### config.mk
export PLATFORM = sky130hd
export DESIGN_NAME = instr_encoder_loader_flat
export DESIGN_NICKNAME = d
export VERILOG_FILES = /design/src/rtl/mips_pkg.sv /design/src/rtl/instr_encoder_loader_if.sv /design/src/rtl/instr_encoder_loader_encode.sv /design/src/rtl/instr_encoder_loader.sv /design/src/flat_wrapper.sv
export SDC_FILE = /design/constraint.sdc
export NUM_CORES = 1
export LEC_CHECK = 0
export CORE_MARGIN = 1
export CORE_UTILIZATION = 45
export CTS_CLUSTER_DIAMETER = 80
export CTS_CLUSTER_SIZE = 25
export DETAILED_ROUTE_END_ITERATION = 8
export PLACE_DENSITY = 0.79
export SYNTH_ARGS = -nofsm -noshare
export SYNTH_HDL_FRONTEND = slang
export SYNTH_SLANG_ARGS = --single-unit
export TNS_END_PERCENT = 30
### constraint.sdc
create_clock -name clk -period 2.5 [get_ports clk]
set_clock_uncertainty 0.15 [all_clocks]
set_input_delay 0.375 -clock clk [delete_from_list [all_inputs] [get_ports clk]]
set_output_delay 0.375 -clock clk [all_outputs]
set_load 0.02 [all_outputs]
### src/rtl/mips_pkg.sv
// Shared MIPS encoding definitions: opcodes, functs, op-select codes and the
// structured request type consumed by the encoder.
package mips_pkg;

    localparam logic [5:0] OP_RTYPE = 6'b000000;
    localparam logic [5:0] OP_ORI   = 6'b001101;
    localparam logic [5:0] OP_LW    = 6'b100011;
    localparam logic [5:0] OP_SW    = 6'b101011;
    localparam logic [5:0] OP_BEQ   = 6'b000100;
    localparam logic [5:0] OP_LUI   = 6'b001111;
    localparam logic [5:0] OP_J     = 6'b000010;

    localparam logic [5:0] FN_ADDU  = 6'b100001;
    localparam logic [5:0] FN_SUBU  = 6'b100011;

    typedef enum logic [2:0] {
        SEL_ADDU = 3'd0,
        SEL_SUBU = 3'd1,
        SEL_ORI  = 3'd2,
        SEL_LW   = 3'd3,
        SEL_SW   = 3'd4,
        SEL_BEQ  = 3'd5,
        SEL_LUI  = 3'd6,
        SEL_J    = 3'd7
    } op_sel_t;

    typedef struct packed {
        op_sel_t     op;
        logic [4:0]  rs;
        logic [4:0]  rt;
        logic [4:0]  rd;
        logic [15:0] imm;
        logic [25:0] target;
    } instr_req_t;

endpackage

### src/rtl/instr_encoder_loader_if.sv
// Request handshake plus instruction-memory write bus of the encoder/loader.
interface instr_encoder_loader_if #(
    parameter int ADDR_W = 10
);
    logic              in_valid;
    logic              in_ready;
    logic [2:0]        in_op;
    logic [4:0]        in_rs;
    logic [4:0]        in_rt;
    logic [4:0]        in_rd;
    logic [15:0]       in_imm;
    logic [25:0]       in_target;
    logic              mem_we;
    logic [ADDR_W-1:0] mem_addr;
    logic [31:0]       mem_wdata;

    modport master (
        output in_valid, in_op, in_rs, in_rt, in_rd, in_imm, in_target,
        input  in_ready, mem_we, mem_addr, mem_wdata
    );

    modport slave (
        input  in_valid, in_op, in_rs, in_rt, in_rd, in_imm, in_target,
        output in_ready, mem_we, mem_addr, mem_wdata
    );
endinterface

### src/rtl/instr_encoder_loader_encode.sv
// Purely combinational request-to-MIPS-word encoder; unused fields are
// dropped so they can never leak into the word.
module instr_encode
    import mips_pkg::*;
(
    input  instr_req_t  req,
    output logic [31:0] word
);

    always_comb begin
        word = '0;
        case (req.op)
            SEL_ADDU: word = {OP_RTYPE, req.rs, req.rt, req.rd, 5'd0, FN_ADDU};
            SEL_SUBU: word = {OP_RTYPE, req.rs, req.rt, req.rd, 5'd0, FN_SUBU};
            SEL_ORI:  word = {OP_ORI,   req.rs, req.rt, req.imm};
            SEL_LW:   word = {OP_LW,    req.rs, req.rt, req.imm};
            SEL_SW:   word = {OP_SW,    req.rs, req.rt, req.imm};
            SEL_BEQ:  word = {OP_BEQ,   req.rs, req.rt, req.imm};
            // LUI has no source register: rs slot is architecturally zero
            SEL_LUI:  word = {OP_LUI,   5'd0,   req.rt, req.imm};
            SEL_J:    word = {OP_J,     req.target};
            default:  word = '0;
        endcase
    end

endmodule

### src/rtl/instr_encoder_loader.sv
// Encodes instruction requests and streams them into instruction memory at
// consecutive word addresses, tracking count, full and an XOR checksum.
module instr_encoder_loader
    import mips_pkg::*;
#(
    parameter int ADDR_W = 10,
    parameter int DEPTH  = 1024,
    parameter int BASE   = 0
) (
    input  logic                   clk,
    input  logic                   rst_n,
    input  logic                   clr,
    instr_encoder_loader_if.slave  bus,
    output logic [ADDR_W:0]        count,
    output logic                   full,
    output logic [31:0]            checksum
);

    localparam logic [ADDR_W-1:0] BASE_ADDR = ADDR_W'(BASE);
    localparam logic [ADDR_W-1:0] PTR_ONE   = ADDR_W'(1);
    localparam logic [ADDR_W:0]   DEPTH_CNT = (ADDR_W + 1)'(DEPTH);
    localparam logic [ADDR_W:0]   CNT_ONE   = (ADDR_W + 1)'(1);

    instr_req_t        req;
    logic [31:0]       word;
    logic              accept;

    logic              mem_we_reg;
    logic [ADDR_W-1:0] mem_addr_reg;
    logic [31:0]       mem_wdata_reg;
    logic [ADDR_W-1:0] ptr_reg;
    logic [ADDR_W:0]   count_reg;
    logic              full_reg;
    logic [31:0]       checksum_reg;

    assign req = '{
        op:     op_sel_t'(bus.in_op),
        rs:     bus.in_rs,
        rt:     bus.in_rt,
        rd:     bus.in_rd,
        imm:    bus.in_imm,
        target: bus.in_target
    };

    instr_encode u_encode (
        .req  (req),
        .word (word)
    );

    // Ready is the only combinational output; held low while in reset too
    assign bus.in_ready = rst_n && !full_reg && !clr;
    assign accept       = bus.in_valid && bus.in_ready;

    always_ff @(posedge clk) begin
        if (!rst_n) begin
            mem_we_reg    <= 1'b0;
            mem_addr_reg  <= BASE_ADDR;
            mem_wdata_reg <= '0;
            ptr_reg       <= BASE_ADDR;
            count_reg     <= '0;
            full_reg      <= 1'b0;
            checksum_reg  <= '0;
        end else begin
            mem_we_reg <= accept;
            if (accept) begin
                mem_addr_reg  <= ptr_reg;
                mem_wdata_reg <= word;
            end
            // accept already excludes clr, so the in-flight write still lands
            if (clr) begin
                ptr_reg      <= BASE_ADDR;
                count_reg    <= '0;
                full_reg     <= 1'b0;
                checksum_reg <= '0;
            end else if (accept) begin
                ptr_reg      <= ptr_reg + PTR_ONE;
                count_reg    <= count_reg + CNT_ONE;
                full_reg     <= (count_reg + CNT_ONE) == DEPTH_CNT;
                checksum_reg <= checksum_reg ^ word;
            end
        end
    end

    assign bus.mem_we    = mem_we_reg;
    assign bus.mem_addr  = mem_addr_reg;
    assign bus.mem_wdata = mem_wdata_reg;
    assign count         = count_reg;
    assign full          = full_reg;
    assign checksum      = checksum_reg;

endmodule

### src/flat_wrapper.sv
// flat-port wrapper written by rule: the top's interface ports become plain ports
module instr_encoder_loader_flat import mips_pkg::*;
#(
    parameter int ADDR_W = 10,
    parameter int DEPTH  = 1024,
    parameter int BASE   = 0
)
  (clk, rst_n, clr, count, full, checksum, bus_in_valid, bus_in_op, bus_in_rs, bus_in_rt, bus_in_rd, bus_in_imm, bus_in_target, bus_in_ready, bus_mem_we, bus_mem_addr, bus_mem_wdata);
  instr_encoder_loader_if #(.ADDR_W(ADDR_W)) bus_i ();
  input  logic clk;
  input  logic rst_n;
  input  logic clr;
  output logic [ADDR_W:0] count;
  output logic full;
  output logic [31:0] checksum;
  input wire logic [$bits(bus_i.in_valid)-1:0] bus_in_valid;
  input wire logic [$bits(bus_i.in_op)-1:0] bus_in_op;
  input wire logic [$bits(bus_i.in_rs)-1:0] bus_in_rs;
  input wire logic [$bits(bus_i.in_rt)-1:0] bus_in_rt;
  input wire logic [$bits(bus_i.in_rd)-1:0] bus_in_rd;
  input wire logic [$bits(bus_i.in_imm)-1:0] bus_in_imm;
  input wire logic [$bits(bus_i.in_target)-1:0] bus_in_target;
  output wire logic [$bits(bus_i.in_ready)-1:0] bus_in_ready;
  output wire logic [$bits(bus_i.mem_we)-1:0] bus_mem_we;
  output wire logic [$bits(bus_i.mem_addr)-1:0] bus_mem_addr;
  output wire logic [$bits(bus_i.mem_wdata)-1:0] bus_mem_wdata;
  assign bus_i.in_valid = bus_in_valid;
  assign bus_i.in_op = bus_in_op;
  assign bus_i.in_rs = bus_in_rs;
  assign bus_i.in_rt = bus_in_rt;
  assign bus_i.in_rd = bus_in_rd;
  assign bus_i.in_imm = bus_in_imm;
  assign bus_i.in_target = bus_in_target;
  assign bus_in_ready = bus_i.in_ready;
  assign bus_mem_we = bus_i.mem_we;
  assign bus_mem_addr = bus_i.mem_addr;
  assign bus_mem_wdata = bus_i.mem_wdata;
  instr_encoder_loader #(.ADDR_W(ADDR_W), .DEPTH(DEPTH), .BASE(BASE)) u_core (.clk(clk), .rst_n(rst_n), .clr(clr), .bus(bus_i), .count(count), .full(full), .checksum(checksum));
endmodule
==> results of run 1 <==
-- worst max-delay path, stage by stage --
cell	delay (ps)
clkdlybuf4s50_1	590
nand2b_1	120
nor2_1	100
clkdlybuf4s50_1	620
-- cell families (layout without fill, tap and decap cells) --
kind of cell,count (synthesis),after routing,synth area share (%)
xor+xnor,25,25,4.83
other cells,1,2,0.0828
mux,14,14,3.09
buf+inv,47,186,5.58
simple gates,200,200,23.6
compound gates,141,141,20.0
flops,95,95,42.0
fa+ha+maj,3,3,0.829
-- worst max path at each step --
stage	from	to	slack (ps)	cells past startpoint
3_3_place_gp	rst_n	bus_in_ready	190	4
5_1_grt	rst_n	bus_in_ready	110	4
3_5_place_dp	bus_in_op[2]	u_core.checksum[18]	170	6
2_1_floorplan	rst_n	bus_in_ready	630	6
6_report	rst_n	bus_in_ready	180	4
4_1_cts	rst_n	bus_in_ready	180	4
-- through the flow --
step / std cells / cell area, sq um / total power [mW] / utilization [%]
after global routing: 799 / 6310 / 3.18 / 64.5
after floorplan: 527 / 4530 / 1.86 / -
final: 799 / 6310 / 3.06 / 64.5
after CTS: 799 / 6310 / 3.07 / 64.5
after global placement: 783 / 6120 / 2.09 / 62.6
after detailed placement: 783 / 6120 / 2.10 / 62.6
-- cells in the mapped netlist (3+ instances only) --
cell and instances:
xnor2_1 10, o211a_1 5, clkbuf_1 16, o31ai_1 3, nand3_1 16, nor2_1 43, mux2i_1 14, a21boi_0 15
buf_6 3, nand4_1 6, ha_1 3, nand2b_1 13, and3_1 15, a311oi_1 4, nor3_1 4, buf_4 3
o21ai_0 31, nand2_1 55, and2_1 3, a211oi_1 17, inv_1 3, nor2b_1 6, and4_1 6, or2_2 5
or3_1 8, o311ai_0 5, a21oi_1 45, dfxtp_1 95, o41ai_1 5, buf_2 18, o21a_1 5, xor2_1 15
-- routing by layer --
layer,track usage (%),part of all wire (%)
met1,28.9,42
met2,40.4,49
met3,5.88,7.0
met4,9.78,2.1
met5,0,0
-- report_power, final --
| part | total, mW | internal (mW) | switching (mW) |
|---|---|---|---|
| clock | 0.993 | 0.385 | 0.608 |
| sequential | 1.58 | 1.55 | 0.0282 |
| combinational | 0.488 | 0.247 | 0.241 |
-- area by class of cell --
cell class	count	share of cell area (%)
Multi-Input combinational cell	385	37.7
Sequential cell	95	30.2
Inverter	4	0.238
Tap cell	133	2.64
Timing Repair Buffer	166	26.3
Clock inverter	7	1.03
Clock buffer	9	1.96
==> flow_metrics.py, run 1 <==
metrics = {
    "timing": {
        "drv_slew": 0,
        "holdWs_ps": 314,
        "min_period_ps": 2320,
        "period_share_pct": 92.9,
        "rsz0062_at_grt": "no",
        "layout_setup_ws_ps": 178,
        "hold_viol_final": 0,
        "tns_ps": 0,
        "clock.fmax_ghz": 0.431,
        "finalSetupViolCount": 0,
    },
    "grt": {
        "grt-ovfl-total": 0,
        "grt_pass1_wl_um": 19400,
        "grt_pass1_vias": 4069,
        "antenna_found_initial": 0,
        "grt_use_total_pct": 23.8,
        "grt_max_degree": 57,
    },
    "power": {
        "ir_drop_mv": 0.328,
        "leakagePower_nw": 2.34,
        "powerDensity_nw_per_um2": 486,
    },
    "cts": {
        "cts_tree": "yes",
        "clockRootBuffer": "clkbuf_8",
        "cts_buffer_depth": 2,
        "cts.clk_slew.worst_paths_ps": 100,
        "hold_buffers": 0,
        "insertion_delay_ps": 370,
        "cts.repair.resized": 0,
        "post-cts-setup-buffers": 0,
        "htreeDepth": 3,
        "cts_made_buffers": 9,
        "clock_sinks": 95,
    },
    "cells_and_area": {
        "multi_input_area_sq_um": 2380,
        "seq_area_sq_um": 1900,
        "drive_gt1_share_pct": 7.21,
        "final_cell_mix": "clkdlybuf4s50_1, dfxtp_1, nand2_1",
        "synthToLayoutAreaGrowth_pct": 39.3,
        "final_net_count": 728,
        "fillCellCount": 829,
        "layout_commonest_cell": "clkdlybuf4s50_1",
        "diodes": 0,
    },
    "yosys": {
        "yosys_warnings": 0,
        "synthFlopType": "dfxtp_1",
        "synth_top_area_share_pct": 42.0,
        "synth_edf_count": 0,
        "synth.avg_cell_area_sq_um": 8.61,
        "synth_area_leader_cell": "dfxtp_1",
        "synthDistinctLibCells": 58,
        "synthArstFlopShare_pct": 0,
        "syn_inst": 526,
        "synth_area_leaders": "dfxtp_1, a21oi_1, nand2_1",
        "ys_ff_latch": 95,
        "synth_seq_area_share_pct": 42.0,
        "synth_area_sq_um": 4530,
    },
    "drt": {
        "viasPerCell": 5.52,
        "dr.pass1.iters": 4,
        "wl_per_cell_um": 15.9,
        "ant_nets": 0,
        "drc": 0,
        "vias": 4413,
        "drt_iter0_markers": 183,
        "wl_um": 12700,
    },
    "die": {
        "die_area_sq_um": 10500,
        "start_util_pct": 46.3,
        "die_w_um": 102,
        "fp.dieH_um": 102,
        "rows": 36,
        "coreArea_sq_um": 9770,
        "pin_count": 152,
    },
    "setup_path": {
        "startpoint_type": "input port",
        "r2r-start": "u_core.count[0]",
        "required_ps": 1980,
        "r2r_slack_ps": 540,
        "critPathCaptureType": "primary output",
        "worstReg2RegEnd": "u_core.full",
        "worstSetupPathType": "input port to primary output",
        "cp.arrival_ps": 1800,
        "reg2reg_depth": 5,
        "crit_fanout": 3,
    },
    "placed_design": {
        "port_buffers": 149,
        "pre_cts_ws_ps": 166,
        "place_hpwl_um": 9060,
        "gp_congestion": 0.911,
    },
    "worst_hold_path": {
        "hp-start": "u_core.bus.mem_wdata[10]",
        "whs_path_depth": 2,
        "hold_class": "flip-flop to flip-flop",
        "hold_end": "u_core.bus.mem_wdata[10]",
    },
    "status": {
        "status": "complete, no violations",
    },
    "flow_run": {
        "maxCapViolCount": 0,
    },
}
No activity file was read; power rests on OpenSTA's default activity.
==> run 2, diff against run 1 <==
--- a/config.mk
+++ b/config.mk
@@ -5,10 +5,11 @@
 export SDC_FILE = /design/constraint.sdc
 export NUM_CORES = 1
 export LEC_CHECK = 0
+export CAP_MARGIN = 20
 export CORE_MARGIN = 1
 export CORE_UTILIZATION = 45
 export CTS_CLUSTER_DIAMETER = 80
-export CTS_CLUSTER_SIZE = 25
+export CTS_CLUSTER_SIZE = 20
 export DETAILED_ROUTE_END_ITERATION = 8
 export PLACE_DENSITY = 0.79
 export SYNTH_ARGS = -nofsm -noshare
==> results of run 2 <==
The final DEF is identical to that of run 1; final timing and power are the same.
==> run 3, diff against run 2 <==
--- a/config.mk
+++ b/config.mk
@@ -11,7 +11,7 @@
 export CTS_CLUSTER_DIAMETER = 80
 export CTS_CLUSTER_SIZE = 20
 export DETAILED_ROUTE_END_ITERATION = 8
-export PLACE_DENSITY = 0.79
+export DONT_BUFFER_PORTS = 1
 export SYNTH_ARGS = -nofsm -noshare
 export SYNTH_HDL_FRONTEND = slang
 export SYNTH_SLANG_ARGS = --single-unit
==> run 3 against run 2 <==
Effect of this change:
- worst hold slack worse by 250 ps
- clock power is 7% higher
- power is 5.2% lower
- combinational power is 57% lower
- register-to-register slack worse by 70 ps
- final cell count is 19% lower
- global-route usage is 2.3 points lower
- fmax is 14% higher
- sequential share of layout area is 9.8 points higher
==> flow_metrics.py, run 3 (same netlist as run 1, synthesis figures left out) <==
metrics = {
    "power": {
        "leakagePower_nw": 1.77,
        "power_frac_clock_pct": 36.4,
        "swShare_pct": 26.8,
        "powerDensity_nw_per_um2": 609,
        "ir_drop_mv": 0.343,
        "p_comb_share_pct": 7.3,
        "intPower_mw": 2.12,
        "pwr-share-seq_pct": 56.3,
        "p_sw_mw": 0.778,
    },
    "drt": {
        "vias": 3708,
        "wl_per_cell_um": 17.4,
        "ant_nets": 0,
        "wl_um": 11300,
        "viasPerCell": 5.75,
        "drc": 0,
        "dr.pass1.iters": 4,
        "drt_iter0_markers": 119,
    },
    "timing": {
        "clock.fmax_ghz": 0.492,
        "tns_ps": 0,
        "drv_slew": 0,
        "rsz0062_at_grt": "no",
        "period_share_pct": 81.3,
        "holdWs_ps": 59.9,
        "finalSetupViolCount": 0,
        "hold_viol_final": 0,
        "worst_pin_slew_ps": 530,
        "min_period_ps": 2030,
        "relSlewSlack_pct": 64.6,
    },
    "setup_path": {
        "startpoint_type": "flip-flop",
        "required_ps": 2630,
        "critPathCaptureType": "flip-flop",
        "cp.arrival_ps": 2170,
        "crit_fanout": 10,
        "r2r_slack_ps": 470,
        "worstSetupPathType": "flip-flop to flip-flop",
    },
    "die": {
        "fp.dieH_um": 102,
        "die_area_sq_um": 10500,
        "start_util_pct": 46.3,
        "rows": 36,
        "die_w_um": 102,
        "coreArea_sq_um": 9770,
        "pin_count": 152,
    },
    "grt": {
        "grt_max_degree": 57,
        "grt_pass1_wl_um": 17300,
        "grt_use_total_pct": 21.5,
        "grt_pass1_vias": 3404,
        "grt-ovfl-total": 0,
        "antenna_found_initial": 0,
    },
    "cells_and_area": {
        "post-route-util_pct": 48.7,
        "diodes": 0,
        "final_net_count": 574,
        "synthToLayoutAreaGrowth_pct": 5.14,
        "fillCellCount": 964,
        "final_cell_mix": "dfxtp_1, nand2_1, a21oi_1",
        "layout_commonest_cell": "dfxtp_1",
        "drive_gt1_share_pct": 8.20,
    },
    "cts": {
        "cts_tree": "yes",
        "cts_made_buffers": 9,
        "cts.repair.resized": 0,
        "cts_buffer_depth": 2,
        "clockRootBuffer": "clkbuf_8",
        "htreeDepth": 3,
        "cts.clk_slew.worst_paths_ps": 90,
        "clock_sinks": 95,
        "insertion_delay_ps": 360,
    },
    "placed_design": {
        "gp_congestion": 0.805,
        "place_hpwl_um": 7900,
        "port_buffers": 0,
    },
    "worst_hold_path": {
        "hold_class": "input port to flip-flop",
    },
    "flow_run": {
        "maxCapViolCount": 0,
    },
    "status": {
        "status": "complete, no violations",
    },
}
## run 3: layout make-up
type | instances | area [sq um] | area share [%]
multi-input combinational | 385 | 2380 | 50.0
sequential | 95 | 1900 | 39.9
tap | 133 | 166 | 3.49
clock buffer | 10 | 128 | 2.68
timing repair buffer | 12 | 92.6 | 1.94
clock inverter | 6 | 77.6 | 1.63
inverter | 4 | 15.0 | 0.315
## run 3: critical path: stages (launching register included)
cell	delay [ps]
dfxtp_1	610
ha_1	420
a21boi_0	210
a21oi_1	80
o32a_1	310
o31ai_1	180
## run 3: layer usage
layer	vias up	global-route usage, %	routed length [um]
met5	-	0	0
met3	16	8.48	1010
met1	1736	26.4	4870
met2	125	34.1	5200
met4	0	7.91	174
li1	1831	-	-
## run 3: worst paths after layout
kind	end	cells after the start	startpoint
worst max-delay path	u_core.full	5	u_core.count[0]
worst min register to register	u_core.bus.mem_addr[8]	2	u_core.ptr_reg[8]
worst min-delay path	u_core.full	3	clr
worst max register to register	u_core.full	5	u_core.count[0]
## run 3: what timing repair did
item                                   4_1_cts  5_1_grt
setup buffers                                0        0
endpoints found under the hold margin        7        0
hold buffers                                 1        0
## run 3: through the flow
stage / instance area (sq um) / setup WS [ps] / cells / power (mW)
CTS: 4760 / 470 / 645 / 2.93
finish: 4760 / 468 / 645 / 2.90
global placement: 4550 / 506 / 628 / 1.88
detailed placement: 4550 / 498 / 628 / 1.88
global route: 4760 / 331 / 645 / 3.04
floorplan: 4530 / 628 / 527 / 1.86
## run 3: power groups by stage
stage | combinational [mW] | sequential [mW] | clock [mW]
floorplan | 0.200 | 1.66 | 0
global placement | 0.206 | 1.67 | 0
detailed placement | 0.210 | 1.67 | 0
CTS | 0.214 | 1.64 | 1.09
global route | 0.237 | 1.64 | 1.16
finish | 0.212 | 1.63 | 1.06
==> patch, RTL diff (flow settings as in run 1) <==
Register the output `count` once more, cleared by the reset; this adds one clock of latency there. The other outputs are not delayed to match.
--- a/src/rtl/instr_encoder_loader.sv
+++ b/src/rtl/instr_encoder_loader.sv
@@ -84,7 +84,13 @@
     assign bus.mem_we    = mem_we_reg;
     assign bus.mem_addr  = mem_addr_reg;
     assign bus.mem_wdata = mem_wdata_reg;
-    assign count         = count_reg;
+    always_ff @(posedge clk) begin
+        if (!rst_n) begin
+            count <= '0;
+        end else begin
+            count <= count_reg;
+        end
+    end
     assign full          = full_reg;
     assign checksum      = checksum_reg;
 
Formal check against the unedited RTL: not equivalent (a bounded check fails within 4 cycles, from zero or initial values and one cycle with rst_n low).
==> patch against run 1 <==
- setup slack better by 0.12 ns
- sequential power up 11%
- area after synthesis up 1.4%
- wire length down 5.4%
- final area grew 0.91%
- register-to-register slack got worse by 0.02 ns
- sequential cell count up 11
- total power increased by 2.3%
==> patch: results (changes against run 1) <==
| Metric | Value |
|---|---|
| Finished Layout Cells | `821 (+2.8%)` |
| Cells after DPL | `806 (+2.9%)` |
| Leak | `2.346 nW (about the same)` |
| Synth Area in Compound Gates | `0.1412 (-0.05882)` |
| Worst EP arrival | `1.68 ns (-0.12 ns)` |
| Aggregate global-route resource usage | `0.2344 (-0.003767)` |
| Top cells by count, synth | `dfxtp_1, nand2_1, nor2_1, a21oi_1, xor2_1` |
| Yosys cell types | `46 (-21%)` |
| Dpl ws | `0.07526 ns (-0.09100 ns)` |
| First-pass GRT wire length | `19.49 mm (+0.50%)` |
| Fillcell total | `874 (+5.4%)` |
| Synth Area in XOR/XNOR | `0.08013 (+0.03179)` |
| Final Wtd Congestion | `0.8037 (-12%)` |
| Routed WL | `11.99 mm (-5.4%)` |
| Max stage delay on crit path | `0.60 ns (-0.02 ns)` |
| Hold Path Stages | `2 (unchanged)` |
| R2R cell count | `6 (+1)` |
| Crit-path max FO | `4 (+1)` |
| Vias in the first global route | `4284 (+5.3%)` |
| Clock Pin Slew Worst Setup and Hold Paths | `0.10 ns (about the same)` |
| Total number of vias | `4197 (-4.9%)` |
| Iter 0 DRT Violations | `162 (-11%)` |
| Status | `finished clean` |
| Worst skew pair latency | `0.35 ns (-0.02 ns)` |
| # nets final | `751 (+3.2%)` |
| Adder-Cell Fraction of Synth Area | `0.008177 (-0.0001107)` |
| Avg Synthesized Cell Area | `8.470 sq um (-1.6%)` |
| Sequential area share after synthesis | `0.4623 (+0.04236)` |
| Largest net degree at the start of global routing | `43 (-25%)` |
| DP Area | `6205 sq um (+1.4%)` |
| Multiplexer area fraction after synthesis | `0.03652 (+0.005583)` |
| Synth area leaders | `dfxtp_1, a21oi_1, nand2_1` |
## patch: cell types whose count changed in the layout (fill, tap and decap cells not counted), moves of 9 or more
cell,change
and2_1,+9
nand2_1,+17
a21oi_1,+11
nand2b_1,-11
xnor2_1,+9
o211ai_1,+9
o21ai_0,-17
dfxtp_1,+11
nor2_1,+23
a21boi_0,-15
## patch: worst paths after layout
kind | from | slack, ns | end
worst min register to register | u_core.bus.mem_wdata[24]$_SDFFE_PN0P_ | 0.31 | u_core.bus.mem_wdata[24]$_SDFFE_PN0P_
worst max-delay path | clr | 0.30 | bus_in_ready
worst max register to register | u_core.count_reg[1]$_SDFFE_PP0P_ | 0.52 | u_core.full$_SDFFE_PP0P_
worst min-delay path | u_core.bus.mem_wdata[24]$_SDFFE_PN0P_ | 0.31 | u_core.bus.mem_wdata[24]$_SDFFE_PN0P_
## patch: cell type report
class	instances	area [sq um]	area share
Multi-Input combinational cell	391	2240	0.3519
Sequential cell	106	2122	0.3334
Timing Repair Buffer	168	1647	0.2587
Tap cell	133	166.4	0.02615
Clock buffer	11	131.4	0.02064
Inverter	8	30.03	0.004718
Clock inverter	4	28.78	0.004521
## patch: logic make-up after synthesis
family | Yosys count
buffers and inverters | 46
other | 1
and+or+nand+nor | 219
DFF | 106
AOI/OAI and AO/OA | 109
muxes | 16
adders and majority gates | 3
xor gates and xnor gates | 42
## patch: report_power, final
group          internal, mW  total (mW)  switching, mW
clock                 0.360       0.917          0.557
sequential             1.72        1.75         0.0232
combinational         0.239       0.469          0.230
total                  2.32        3.13          0.810
## patch: metal layers
layer | part of all wire | global-route usage
met5 | 0 | 0
met4 | 0.026 | 0.1040
met3 | 0.057 | 0.04542
met2 | 0.50 | 0.4282
met1 | 0.41 | 0.2639
